`config.mk`:
```
export PLATFORM = sky130hd
export DESIGN_NAME = if_fetch_unit_flat
export DESIGN_NICKNAME = d
export VERILOG_FILES = /design/src/rtl/if_fetch_unit_if.sv /design/src/rtl/if_fetch_unit.sv /design/src/flat_wrapper.sv
export SDC_FILE = /design/constraint.sdc
export NUM_CORES = 1
export LEC_CHECK = 0
export CORE_MARGIN = 5
export CORE_UTILIZATION = 45
export CTS_CLUSTER_DIAMETER = 80
export DETAILED_ROUTE_END_ITERATION = 8
export PLACE_DENSITY = 0.79
export SLEW_MARGIN = 10
export SYNTH_ARGS = -nofsm -noshare
export SYNTH_HDL_FRONTEND = slang
export SYNTH_SLANG_ARGS = --single-unit
```
`constraint.sdc`:
```
create_clock -name clk -period 2.4 [get_ports clk]
set_input_delay 0.48 -clock clk [delete_from_list [all_inputs] [get_ports clk]]
set_output_delay 0.48 -clock clk [all_outputs]
set_load 0.01 [all_outputs]
```
`src/rtl/if_fetch_unit_if.sv`:
```
// Instruction-memory fetch bus: single outstanding req/ready request, rvalid/rdata response.
interface if_fetch_unit_if #(
  parameter int WIDTH = 32
);
  logic             imem_req;
  logic [WIDTH-1:0] imem_addr;
  logic             imem_ready;
  logic             imem_rvalid;
  logic [WIDTH-1:0] imem_rdata;

  modport master (
    output imem_req,
    output imem_addr,
    input  imem_ready,
    input  imem_rvalid,
    input  imem_rdata
  );

  modport slave (
    input  imem_req,
    input  imem_addr,
    output imem_ready,
    output imem_rvalid,
    output imem_rdata
  );
endinterface

```
`src/rtl/if_fetch_unit.sv`:
```
// MIPS instruction-fetch stage: owns the PC, fetches one word at a time, holds under stall, redirects.
// Optional IF_PERF_CNT_EN adds fetch_count/bubble_count performance counters.
module if_fetch_unit #(
  parameter int               WIDTH    = 32,
  parameter logic [WIDTH-1:0] RESET_PC = '0
) (
  input  logic             clk,
  input  logic             rst_n,
  input  logic             stall,
  input  logic             redirect,
  input  logic [WIDTH-1:0] redirect_pc,
  if_fetch_unit_if.master  imem_bus,
  output logic [WIDTH-1:0] pcplus4,
  output logic [WIDTH-1:0] instr,
  output logic             if_valid
`ifdef IF_PERF_CNT_EN
  ,
  output logic [31:0]      fetch_count,
  output logic [31:0]      bubble_count
`endif
);

  typedef enum logic [1:0] {
    S_IDLE = 2'd0,
    S_REQ  = 2'd1,
    S_WAIT = 2'd2,
    S_HOLD = 2'd3
  } state_e;

  state_e           state_q, state_d;
  logic [WIDTH-1:0] pc_q, pc_d;
  logic [WIDTH-1:0] pcplus4_q, pcplus4_d;
  logic [WIDTH-1:0] instr_q, instr_d;
  logic [WIDTH-1:0] addr_q;
  logic             discard_q, discard_d;
  logic             req_q;
  logic             if_valid_q;
  logic [WIDTH-1:0] target_s;
  logic [WIDTH-1:0] pc_inc_s;
  logic             consume_s;

  // Masking keeps every redirect_pc bit in use while forcing word alignment.
  assign target_s  = redirect_pc & {{(WIDTH-2){1'b1}}, 2'b00};
  assign pc_inc_s  = pc_q + WIDTH'(3'd4);
  assign consume_s = (state_q == S_HOLD) && !stall && !redirect;

  // Next-state, PC and presented-instruction logic; redirect outranks stall.
  always_comb begin
    state_d   = state_q;
    pc_d      = pc_q;
    discard_d = discard_q;
    pcplus4_d = pcplus4_q;
    instr_d   = instr_q;
    case (state_q)
      S_IDLE: begin
        state_d = S_REQ;
        if (redirect) pc_d = target_s;
        else          pc_d = pc_q;
      end
      S_REQ: begin
        if (imem_bus.imem_ready) state_d = S_WAIT;
        else                     state_d = S_REQ;
        if (redirect) begin
          pc_d      = target_s;
          discard_d = imem_bus.imem_ready;
        end else begin
          discard_d = 1'b0;
        end
      end
      S_WAIT: begin
        if (redirect) begin
          pc_d = target_s;
          if (imem_bus.imem_rvalid) begin
            discard_d = 1'b0;
            state_d   = S_REQ;
          end else begin
            discard_d = 1'b1;
            state_d   = S_WAIT;
          end
        end else if (imem_bus.imem_rvalid) begin
          if (discard_q) begin
            discard_d = 1'b0;
            state_d   = S_REQ;
          end else begin
            state_d   = S_HOLD;
            instr_d   = imem_bus.imem_rdata;
            pcplus4_d = pc_inc_s;
          end
        end else begin
          state_d = S_WAIT;
        end
      end
      S_HOLD: begin
        if (redirect || !stall) begin
          // Leaving HOLD: the presented word goes back to a NOP.
          if (redirect) pc_d = target_s;
          else          pc_d = pc_inc_s;
          state_d   = S_REQ;
          instr_d   = '0;
          pcplus4_d = '0;
        end else begin
          state_d = S_HOLD;
        end
      end
      default: begin
        state_d   = S_IDLE;
        discard_d = 1'b0;
        instr_d   = '0;
        pcplus4_d = '0;
      end
    endcase
  end

  // State, PC and registered bus/IF-ID outputs.
  always_ff @(posedge clk or negedge rst_n) begin
    if (!rst_n) begin
      state_q    <= S_IDLE;
      pc_q       <= RESET_PC;
      discard_q  <= 1'b0;
      pcplus4_q  <= '0;
      instr_q    <= '0;
      addr_q     <= RESET_PC;
      req_q      <= 1'b0;
      if_valid_q <= 1'b0;
    end else begin
      state_q    <= state_d;
      pc_q       <= pc_d;
      discard_q  <= discard_d;
      pcplus4_q  <= pcplus4_d;
      instr_q    <= instr_d;
      addr_q     <= pc_d;
      req_q      <= (state_d == S_REQ);
      if_valid_q <= (state_d == S_HOLD);
    end
  end

  assign imem_bus.imem_req  = req_q;
  assign imem_bus.imem_addr = addr_q;
  assign pcplus4            = pcplus4_q;
  assign instr              = instr_q;
  assign if_valid           = if_valid_q;

`ifdef IF_PERF_CNT_EN
  logic [31:0] fetch_count_q, fetch_count_d;
  logic [31:0] bubble_count_q, bubble_count_d;

  assign fetch_count_d  = consume_s ? (fetch_count_q + 32'd1) : fetch_count_q;
  assign bubble_count_d = (!if_valid_q || stall) ? (bubble_count_q + 32'd1) : bubble_count_q;

  // Consumed-instruction and bubble-cycle counters, wrapping modulo 2^32.
  always_ff @(posedge clk or negedge rst_n) begin
    if (!rst_n) begin
      fetch_count_q  <= 32'd0;
      bubble_count_q <= 32'd0;
    end else begin
      fetch_count_q  <= fetch_count_d;
      bubble_count_q <= bubble_count_d;
    end
  end

  assign fetch_count  = fetch_count_q;
  assign bubble_count = bubble_count_q;
`else
  logic unused_consume_s;
  assign unused_consume_s = consume_s;
`endif

endmodule

```
`src/flat_wrapper.sv`:
```
// flat-port wrapper written by rule: the top's interface ports become plain ports
module if_fetch_unit_flat 
#(
  parameter int               WIDTH    = 32,
  parameter logic [WIDTH-1:0] RESET_PC = '0
)
  (clk, rst_n, stall, redirect, redirect_pc, pcplus4, instr, if_valid, imem_bus_imem_req, imem_bus_imem_addr, imem_bus_imem_ready, imem_bus_imem_rvalid, imem_bus_imem_rdata);
  if_fetch_unit_if #(.WIDTH(WIDTH)) imem_bus_i ();
  input  logic clk;
  input  logic rst_n;
  input  logic stall;
  input  logic redirect;
  input  logic [WIDTH-1:0] redirect_pc;
  output logic [WIDTH-1:0] pcplus4;
  output logic [WIDTH-1:0] instr;
  output logic if_valid;
  output wire logic [$bits(imem_bus_i.imem_req)-1:0] imem_bus_imem_req;
  output wire logic [$bits(imem_bus_i.imem_addr)-1:0] imem_bus_imem_addr;
  input wire logic [$bits(imem_bus_i.imem_ready)-1:0] imem_bus_imem_ready;
  input wire logic [$bits(imem_bus_i.imem_rvalid)-1:0] imem_bus_imem_rvalid;
  input wire logic [$bits(imem_bus_i.imem_rdata)-1:0] imem_bus_imem_rdata;
  assign imem_bus_imem_req = imem_bus_i.imem_req;
  assign imem_bus_imem_addr = imem_bus_i.imem_addr;
  assign imem_bus_i.imem_ready = imem_bus_imem_ready;
  assign imem_bus_i.imem_rvalid = imem_bus_imem_rvalid;
  assign imem_bus_i.imem_rdata = imem_bus_imem_rdata;
  if_fetch_unit #(.WIDTH(WIDTH), .RESET_PC(RESET_PC)) u_core (.clk(clk), .rst_n(rst_n), .stall(stall), .redirect(redirect), .redirect_pc(redirect_pc), .imem_bus(imem_bus_i), .pcplus4(pcplus4), .instr(instr), .if_valid(if_valid));
endmodule
```
Word level (Yosys, flattened, before mapping) --
Cells that the tools add are included.
Storage, ports and cells: latch bits 0, memories 0, input port bits 70, output and inout bits 98, bits in writable memories 0, word-level logic and storage cells 53, bits in registers 101, bits in read-only memories 0
Cells by class: bitwise logic cells 0, mux-type cells 25, equality and inequality tests 11, order comparisons 0, divide/modulo/power cells 0, shift operators 0, reduce and logical (&&, ||, !) cells 9, multipliers 0, $add $sub $neg 1
Operators with widths (number):
- 32-bit two-way mux | 10
- 32-bit case mux with 2 select lines | 3
- 32-bit by 3-bit adder with 32-bit output (second input constant) | 1
- 2-bit two-way mux | 6
- 2-bit inequality test (second input constant) | 4
- 2-bit case mux with 4 select lines | 1
- 2-bit == test (second input constant) | 3
- 5-bit AND reduction | 1
- 2-bit by 1-bit == test with 1-bit output (second input constant) | 2
- 1-bit two-way mux | 4
- 2-bit AND reduction | 2
- 2-bit nonzero test | 2
- 3-bit inequality test (second input constant) | 1
- 3-bit OR reduction | 1
- 2-bit logical NOT | 1
- 2-bit by 1-bit inequality test with 1-bit output (second input constant) | 1
- 1-bit case mux with 2 select lines | 1
- 1-bit logical NOT | 1
- 1-bit logical OR | 1

Depth between registers and ports, before layout --
Gate-level depths: netlist (run 1).
depth in word-level cells 5, gate-level depth with buffers 7, mapped depth without buffers 6

Least setup slack after synthesis (run 1) --
No wires, ideal clock.
kind flip-flop to flip-flop, start register u_core.pc_q[2], end register u_core.pc_q[22], setup slack 145 ps, period minus slack after synthesis 2255 ps, data arrival time 2160 ps, stages on the path, launching flop included 8, data required time 2304 ps, library setup time 96 ps, buffers on the path 1, path through dfrtp_1 -> ha_1 -> nand4_2 -> or4_1 -> buf_6 -> nor4_2 -> nor3_1 -> a311oi_2
On the way: longest elaborated chain between the ends 4
Ends and longest elaborated chain:
- start, declared | line if_fetch_unit.sv:31 | logic [WIDTH-1:0] pc_q, pc_d;
- start signal, assigned | line if_fetch_unit.sv:127 | pc_q <= pc_d;
- 32-bit by 3-bit adder with 32-bit output | line if_fetch_unit.sv:44 | assign pc_inc_s = pc_q + WIDTH'(3'd4);
- 32-bit two-way mux | line if_fetch_unit.sv:96 | if (redirect) pc_d = target_s;
- 32-bit two-way mux | line if_fetch_unit.sv:94 | if (redirect || !stall) begin
- 32-bit case mux with 2 select lines | line if_fetch_unit.sv:54 | case (state_q)
No other way between the ends. The select of a mux whose other input is x is not followed. A chain may end at the register's enable or synchronous reset.

Final worst setup path (run 1) --
start register u_core.pc_q[11], end register u_core.pc_q[22]
The elaborated chain is that of the path after synthesis.

==> impl_metrics.yaml, run 1 <==
outcome:
  status: "finished, final reports clean"
clock_tree:
  clk_latency_ns: 0.36
  htreeDepth: 3
  cts-buffers-inserted: 9
  cts_num_sinks: 98
  cts_tree: "built"
  clkTransAtPathRegs_ns: 0.10
  clockRootBuffer: "clkbuf_8"
  cts_max_path_buffers: 2
drt:
  detail_route.wl_per_cell_um: 18.8
  wl_um: 14200
  drcViolationCount: 0
  antenna_left: 0
  first_pass_iters: 5
  routed_via_density: 5.62
  first_iter_violations: 394
  dr_total_vias: 4256
pwr:
  p_per_area_mw_per_mm2: 802
  total_power_mw: 5.52
  power_leakage_nw: 2.90
  peakVddDrop_mv: 0.527
grt:
  grt_pass1_wl_um: 22900
  grt_max_degree: 50
  grt_use_total: 0.226
  grt_pass1_vias: 4420
  overflow: 0
  antenna_found_initial: 0
synthesis:
  synthFlopType: "dfrtp_1"
  synthCells: 440
  synth_area_per_cell_sq_um: 10.7
  async_flop_share: 1.00
  yosysSeqAreaShare: 0.520
  synth-edff-count: 0
  synthesis.area_sq_mm: 0.00472
  yosysWarningCount: 0
  ys_seq_elements: 98
  yosysUniqueCellTypes: 54
setup_path:
  r2r_cells: 5
  cp_slowest_cell: "or4_1"
  crit_family: "simple AND/OR/NAND/NOR gates"
  path_max_fanout: 8
  crit_buf_inv: 0
  required_ns: 2.66
  critPathLaunchType: "flip-flop"
  cp_num_cells: 5
  rr_endpoint: "u_core.pc_q[22]$_DFFE_PN0P_"
  worstSetupPathType: "flip-flop to flip-flop"
  crit_chain: "nand3_1, or4_1, nor4_2, nor3_1, a311oi_2"
  startpoint: "u_core.pc_q[11]$_DFFE_PN0P_"
  cp-endpoint: "u_core.pc_q[22]$_DFFE_PN0P_"
  endpoint_kind: "flip-flop"
  cpPeakStageDelay_ns: 0.72
  reg2reg_setup_slack_ns: 0.16
  worst_ep_arrival_time_ns: 2.50
  rr_startpoint: "u_core.pc_q[11]$_DFFE_PN0P_"
layout:
  drive_gt1_frac: 0.113
  multi_input_area_sq_mm: 0.00209
  num_antenna_cells: 0
  finalNetCount: 687
  register_area_sq_mm: 0.00245
  layout_common_cells: "clkdlybuf4s50_1 (162), dfrtp_1 (98), a22o_1 (60)"
  area_growth_syn_to_layout_pct: 45.9
  fin_cells: 757
  fillCellCount: 850
  post-route-util: 0.670
  final_common_cell: "clkdlybuf4s50_1"
timing:
  period_share: 0.934
  setup_viol: 0
  slew_viol_final: 0
  fmax_mhz: 446
  fin_setup_tns_ns: 0
  rsz0062_at_grt: "no"
  hold_viol: 0
  slew-limit-headroom: 0.614
  fin_crit_ns: 2.24
  fin_skew_ns: 0.0127
  worst_slew_pin_slew_ns: 0.579
  hold_ws_ns: 0.458
floorplanning:
  num_rows: 37
  core_sq_mm: 0.0103
  die_x_um: 112
  fp.dieArea_sq_mm: 0.0126
  die_h_um: 112
  io_pins: 168
  initial_utilization: 0.459
place:
  gp_congestion: 0.933
  post-place-cells: 740
  dpl.hpwl_um: 10400
  port-buffer-count: 163
worst_hold_path:
  hold_class: "input port to async pin"
flow_run:
  max_cap_violations: 0
## metal layers
metal | vias up | track usage | wire length (um)
met5 | - | 0 | 0
met3 | 32 | 0.0458 | 859
li1 | 1946 | - | -
met1 | 2111 | 0.285 | 5880
met2 | 167 | 0.391 | 7160
met4 | 0 | 0.0721 | 312
## metrics by stage
step	worst slack [ns]	area (sq um)
global route	0.0358	6890
global placement	0.229	6690
finish	0.158	6890
floorplan	0.145	4720
CTS	0.101	6880
detailed placement	0.136	6690
## sequential cells by signal (all words and copies together), names as in the netlist
register,count
u_core.discard_q,1
u_core.if_valid,1
u_core.imem_bus.imem_req,1
u_core.instr,32
u_core.pc_q,30
u_core.pcplus4,31
u_core.state_q,2
## worst min-delay path by stage
| stage | from | to | slack (ns) | cells past startpoint |
|---|---|---|---|---|
| floorplan | rst_n | u_core.discard_q$_DFFE_PN0P_ | 0.18 | 0 |
| global placement | rst_n | u_core.pcplus4[20]$_DFFE_PN0P_ | 0.30 | 1 |
| detailed placement | rst_n | u_core.pcplus4[19]$_DFFE_PN0P_ | 0.30 | 1 |
| CTS | rst_n | u_core.pcplus4[19]$_DFFE_PN0P_ | 0.44 | 2 |
| global route | rst_n | u_core.pcplus4[20]$_DFFE_PN0P_ | 0.46 | 2 |
| finish | rst_n | u_core.pcplus4[19]$_DFFE_PN0P_ | 0.46 | 2 |
## what timing repair did
action	CTS	global route
buffers inserted	0	0
resized for setup	0	1
hold endpoints to repair	5	0
hold buffers	1	0
setup endpoints to repair	0	1
## power breakdown
group / leakage [nW] / switching, mW / total, mW / internal, mW
Clock: 0.0844 / 0.630 / 1.02 / 0.394
Sequential: 1.28 / 0.287 / 2.29 / 2.01
Combinational: 1.54 / 1.02 / 2.21 / 1.19
Total: 2.90 / 1.93 / 5.52 / 3.59
## synth_stat cells, types with 2 or more instances
library cell	n	share of area
buf_4	5	0.0080
nor2_1	31	0.025
and2_1	3	0.0040
a211oi_1	6	0.0095
or4_1	2	0.0032
and3_1	6	0.0080
o2bb2ai_1	4	0.0074
xor2_1	18	0.033
a22o_1	60	0.11
buf_2	7	0.0074
nand2b_1	5	0.0066
nand2_1	30	0.024
dfrtp_1	98	0.52
or2_2	2	0.0027
nor3b_1	2	0.0032
a31oi_1	2	0.0027
a21oi_1	9	0.0095
xnor2_1	19	0.035
nor3_1	12	0.013
a311oi_1	7	0.013
nor4_1	3	0.0040
or3_1	2	0.0027
nor4_4	2	0.0090
clkbuf_1	19	0.015
o21ai_0	20	0.021
inv_1	9	0.0072
nand3_1	16	0.017
nor2b_1	4	0.0053
nand4_1	7	0.0093
o22ai_1	6	0.0080
## layout make-up
class	instances	share of cell area
sequential	98	0.356
inverter	10	0.00545
clock buffer	9	0.0180
tap	136	0.0247
clock inverter	7	0.00872
multi-input combinational	299	0.303
timing repair buffer	198	0.284
## worst register-to-register path: stages (launching register included)
cell and delay [ns]:
dfrtp_1 0.45, nand3_1 0.31, or4_1 0.72, nor4_2 0.33
nor3_1 0.09, a311oi_2 0.24
## cell families (layout without fill, tap and decap cells)
logic type	after synthesis	after routing	share of synthesized area
AO/OA/AOI/OAI	118	118	0.192
XOR/XNOR	37	37	0.0687
adder cells (fa/ha/maj)	1	1	0.00265
buffers and inverters	44	224	0.0427
flip-flops	98	98	0.520
multiplexers	1	1	0.00239
other	1	2	0.000795
AND/OR/NAND/NOR	140	140	0.172
No activity file was read; power rests on OpenSTA's default activity.
==> run 2, diff against run 1 <==
--- a/config.mk
+++ b/config.mk
@@ -5,10 +5,11 @@
 export SDC_FILE = /design/constraint.sdc
 export NUM_CORES = 1
 export LEC_CHECK = 0
-export CORE_MARGIN = 5
+export CORE_MARGIN = 1
 export CORE_UTILIZATION = 45
 export CTS_CLUSTER_DIAMETER = 80
 export DETAILED_ROUTE_END_ITERATION = 8
+export MAX_ROUTING_LAYER = met4
 export PLACE_DENSITY = 0.79
 export SLEW_MARGIN = 10
 export SYNTH_ARGS = -nofsm -noshare
==> impl_metrics.yaml, run 2 (synthesis results as in run 1) <==
clock_tree:
  cts-buffers-inserted: 9
  cts_hold_buf: 0
  cts_num_sinks: 98
  htreeDepth: 3
  clkTransAtPathRegs_ns: 0.10
  clk_latency_ns: 0.37
  clockRootBuffer: "clkbuf_8"
  cts_tree: "built"
  postCtsSetupBuffers: 0
  cts_max_path_buffers: 2
layout:
  drive_gt1_frac: 0.106
  final_common_cell: "clkdlybuf4s50_1"
  post-route-util: 0.672
  area_growth_syn_to_layout_pct: 45.7
  finalNetCount: 682
  largest_register_ffs: 32
  fin_cells: 751
  fillCellCount: 819
  layout_common_cells: "clkdlybuf4s50_1 (162), dfrtp_1 (98), a22o_1 (60)"
  design_area_sq_mm: 0.00688
  num_antenna_cells: 0
place:
  place_ws_ns: 0.179
  dpl.hpwl_um: 9340
  gp_congestion: 0.856
  port-buffer-count: 163
  post-place-cells: 736
  placed_cell_area_sq_mm: 0.00663
grt:
  grt_max_degree: 99
  grt_use_total: 0.257
  grt_pass1_vias: 4252
  grt_pass1_wl_um: 21400
  antenna_found_initial: 0
  overflow: 0
setup_path:
  worst_ep_arrival_time_ns: 2.49
  cp_slowest_cell: "or4_1"
  endpoint_kind: "flip-flop"
  cp_num_cells: 5
  crit_chain: "nand3_2, or4_1, nor4_2, nor3_1, a311oi_2"
  path_max_fanout: 9
  required_ns: 2.68
  r2r_cells: 5
  cpPeakStageDelay_ns: 0.79
  rr_startpoint: "u_core.pc_q[9]$_DFFE_PN0P_"
  crit_buf_inv: 0
  crit_family: "simple AND/OR/NAND/NOR gates"
  reg2reg_setup_slack_ns: 0.18
  startpoint: "u_core.pc_q[9]$_DFFE_PN0P_"
  critPathLaunchType: "flip-flop"
  worstSetupPathType: "flip-flop to flip-flop"
timing:
  rsz0062_at_grt: "no"
  period_share: 0.924
  worst_slew_pin_slew_ns: 0.543
  hold_ws_ns: 0.136
  slew_viol_final: 0
  fin_ws_ns: 0.182
  fin_setup_tns_ns: 0
  setup_viol: 0
  fin_crit_ns: 2.22
  fmax_mhz: 451
  slew-limit-headroom: 0.638
  fin_skew_ns: 0.00863
  hold_viol: 0
drt:
  wl_um: 13300
  antenna_left: 0
  dr_total_vias: 4252
  detail_route.wl_per_cell_um: 17.7
  drcViolationCount: 0
  first_iter_violations: 236
  first_pass_iters: 5
  routed_via_density: 5.66
flow_run:
  max_cap_violations: 0
pwr:
  power_leakage_nw: 2.90
  p_per_area_mw_per_mm2: 830
  peakVddDrop_mv: 0.499
  total_power_mw: 5.71
worst_hold_path:
  hold_class: "input port to async pin"
floorplanning:
  die_x_um: 104
  core_sq_mm: 0.0102
  io_pins: 168
  die_h_um: 104
  num_rows: 37
  initial_utilization: 0.461
  fp.dieArea_sq_mm: 0.0109
outcome:
  status: "finished, final reports clean"
==> run 2: layout make-up <==
type / instances / area, sq um / share of cell area
clock inverter: 6 / 115 / 0.0167
multi-input combinational: 299 / 2080 / 0.303
tap: 136 / 170 / 0.0247
sequential: 98 / 2450 / 0.357
timing repair buffer: 193 / 1890 / 0.275
inverter: 10 / 37.5 / 0.00546
clock buffer: 9 / 124 / 0.0180
==> run 2: worst register-to-register path, cell delays in order (launching register included) <==
cell and delay [ns]:
dfrtp_1 0.46, nand3_2 0.22, or4_1 0.79, nor4_2 0.34, nor3_1 0.09, a311oi_2 0.23
==> run 2: power breakdown <==
group / internal, mW / switching (mW) / total [mW]
clock network: 0.692 / 0.587 / 1.28
registers: 2.01 / 0.292 / 2.30
logic: 1.15 / 0.983 / 2.13
total: 3.85 / 1.86 / 5.71
==> run 2: worst paths after layout <==
path,end
max,u_core.pc_q[22]$_DFFE_PN0P_
max reg2reg,u_core.pc_q[22]$_DFFE_PN0P_
min reg2reg,u_core.instr[7]$_DFFE_PN0P_
min in group clk,u_core.instr[7]$_DFFE_PN0P_
max in group asynchronous,u_core.pc_q[25]$_DFFE_PN0P_
min,u_core.instr[9]$_DFFE_PN0P_
==> run 2: metal layers <==
layer | wire length, um | track usage | vias up
li1 | - | - | 1940
met3 | 814 | 0.0420 | 29
met1 | 5550 | 0.318 | 2113
met4 | 379 | 0.117 | 0
met2 | 6520 | 0.415 | 170
met5 | 0 | - | -
==> run 2: timing repair <==
action                                 in CTS  in global routing
setup endpoints to repair                   0                  2
resized for setup                           0                  1
endpoints found under the hold margin       0                  0
==> run 3, diff against run 2 <==
--- a/config.mk
+++ b/config.mk
@@ -7,10 +7,12 @@
 export LEC_CHECK = 0
 export CORE_MARGIN = 1
 export CORE_UTILIZATION = 45
+export CTS_BUF_LIST = sky130_fd_sc_hd__clkbuf_4 sky130_fd_sc_hd__clkbuf_8 sky130_fd_sc_hd__clkbuf_16
 export CTS_CLUSTER_DIAMETER = 80
 export DETAILED_ROUTE_END_ITERATION = 8
 export MAX_ROUTING_LAYER = met4
 export PLACE_DENSITY = 0.79
+export RECOVER_POWER = 25
 export SLEW_MARGIN = 10
 export SYNTH_ARGS = -nofsm -noshare
 export SYNTH_HDL_FRONTEND = slang
==> impl_metrics.yaml, run 3 (synthesis results as in run 1) <==
grt:
  grt_pass1_wl_um: 21400
  overflow: 0
  grt_pass1_vias: 4252
  antenna_found_initial: 0
  grt_use_total: 0.257
  grt_max_degree: 99
layout:
  final_common_cell: "clkdlybuf4s50_1"
  area_growth_syn_to_layout_pct: 45.4
  layout_common_cells: "clkdlybuf4s50_1 (162), dfrtp_1 (98), a22o_1 (60)"
  drive_gt1_frac: 0.106
  finalNetCount: 682
  design_area_sq_mm: 0.00686
  num_antenna_cells: 0
  largest_register_ffs: 32
  post-route-util: 0.671
clock_tree:
  cts_hold_buf: 0
  cts_num_sinks: 98
  clk_latency_ns: 0.37
  cts-buffers-inserted: 9
  clockRootBuffer: "clkbuf_8"
  cts_max_path_buffers: 2
  cts_resized: 0
  cts_tree: "built"
  postCtsSetupBuffers: 0
  htreeDepth: 3
  clkTransAtPathRegs_ns: 0.10
flow_run:
  max_cap_violations: 0
drt:
  wl_um: 13300
  antenna_left: 0
  drcViolationCount: 0
  first_iter_violations: 239
  first_pass_iters: 5
  dr_total_vias: 4247
  routed_via_density: 5.66
  detail_route.wl_per_cell_um: 17.7
floorplanning:
  initial_utilization: 0.461
  num_rows: 37
  die_x_um: 104
  die_h_um: 104
  core_sq_mm: 0.0102
  io_pins: 168
  fp.dieArea_sq_mm: 0.0109
setup_path:
  cpPeakStageDelay_ns: 0.79
  endpoint_kind: "flip-flop"
  path_max_fanout: 9
  cp_slowest_cell: "or4_1"
  critPathLaunchType: "flip-flop"
  crit_chain: "nand3_2, or4_1, nor4_2, nor3_1, a311oi_2"
  worstSetupPathType: "flip-flop to flip-flop"
  worst_ep_arrival_time_ns: 2.49
  rr_endpoint: "u_core.pc_q[22]$_DFFE_PN0P_"
  required_ns: 2.68
  reg2reg_setup_slack_ns: 0.18
  r2r_cells: 5
  rr_startpoint: "u_core.pc_q[9]$_DFFE_PN0P_"
pwr:
  total_power_mw: 5.71
  power_leakage_nw: 2.89
  pwr-share-seq: 0.403
  netSwitchingPower_mw: 1.86
  p_int_mw: 3.84
  switching_share: 0.327
  peakVddDrop_mv: 0.499
  p_per_area_mw_per_mm2: 832
  pwr-share-comb: 0.373
  clkPwrFrac: 0.224
timing:
  rsz0062_at_grt: "no"
  hold_viol: 0
  fin_setup_tns_ns: 0
  fin_skew_ns: 0.0102
  slew_viol_final: 0
  fmax_mhz: 451
  period_share: 0.924
  fin_crit_ns: 2.22
  hold_ws_ns: 0.504
  worst_slew_pin_slew_ns: 1.36
  setup_viol: 0
  slew-limit-headroom: 0.0955
worst_hold_path:
  hp-start: "u_core.instr[7]$_DFFE_PN0P_"
  worstHoldEndpoint: "u_core.instr[7]$_DFFE_PN0P_"
  hold_class: "flip-flop to flip-flop"
  min_path_cells: 1
place:
  placed_cell_area_sq_mm: 0.00663
  gp_congestion: 0.856
  dpl.hpwl_um: 9340
  port-buffer-count: 163
outcome:
  status: "finished, final reports clean"
[run 3: cell count changes in the layout (fill, tap and decap cells not counted), sizes merged]
cell	delta
buf	-2
clkbuf	+2
[run 3: power groups by stage]
stage          Clock [mW]  Combinational, mW  Sequential (mW)
2_1_floorplan           0              0.828             2.42
5_1_grt              1.36               2.27             2.35
6_report             1.28               2.13             2.30
4_1_cts              1.30               2.14             2.29
3_3_place_gp            0               2.09             2.30
3_5_place_dp            0               2.12             2.32
[run 3: layout make-up]
type	instances	area (sq um)
Timing Repair Buffer	193	1880
Fill cell	821	3370
Clock buffer	9	124
Sequential cell	98	2450
Inverter	10	37.5
Clock inverter	6	115
Tap cell	136	170
Multi-Input combinational cell	299	2080
[run 3: worst max-delay path, delay by kind of cell, from the launching register on]
kind | cells | cell delay [ns]
and+or+nand+nor | 4 | 1.44
AOI/OAI and AO/OA | 1 | 0.23
DFF | 1 | 0.46
[run 3: per-layer routing]
layer  routed length (um)  part of all wire  track usage  vias to the layer above
met1                 5550              0.42        0.318                     2106
met4                  379             0.029        0.117                        0
met3                  833             0.063       0.0420                       29
li1                     -                 -            -                     1940
met5                    0                 0            -                        -
met2                 6490              0.49        0.415                      172
[run 3: how the worst max path moves through the flow]
| stage | slack [ns] | from | to |
|---|---|---|---|
| 2_1_floorplan | 0.14 | u_core.pc_q[2]$_DFFE_PN0P_ | u_core.pc_q[22]$_DFFE_PN0P_ |
| 3_3_place_gp | 0.20 | stall | u_core.pc_q[9]$_DFFE_PN0P_ |
| 3_5_place_dp | 0.18 | stall | u_core.pc_q[9]$_DFFE_PN0P_ |
| 4_1_cts | 0.19 | u_core.pc_q[11]$_DFFE_PN0P_ | u_core.pc_q[19]$_DFFE_PN0P_ |
| 5_1_grt | 0.02 | u_core.pc_q[9]$_DFFE_PN0P_ | u_core.pc_q[22]$_DFFE_PN0P_ |
| 6_report | 0.18 | u_core.pc_q[9]$_DFFE_PN0P_ | u_core.pc_q[22]$_DFFE_PN0P_ |
[run 3: through the flow]
step | instances | setup WS, ns
5_1_grt | 751 | 0.0213
4_1_cts | 751 | 0.188
3_5_place_dp | 736 | 0.179
3_3_place_gp | 736 | 0.199
6_report | 751 | 0.182
2_1_floorplan | 441 | 0.145
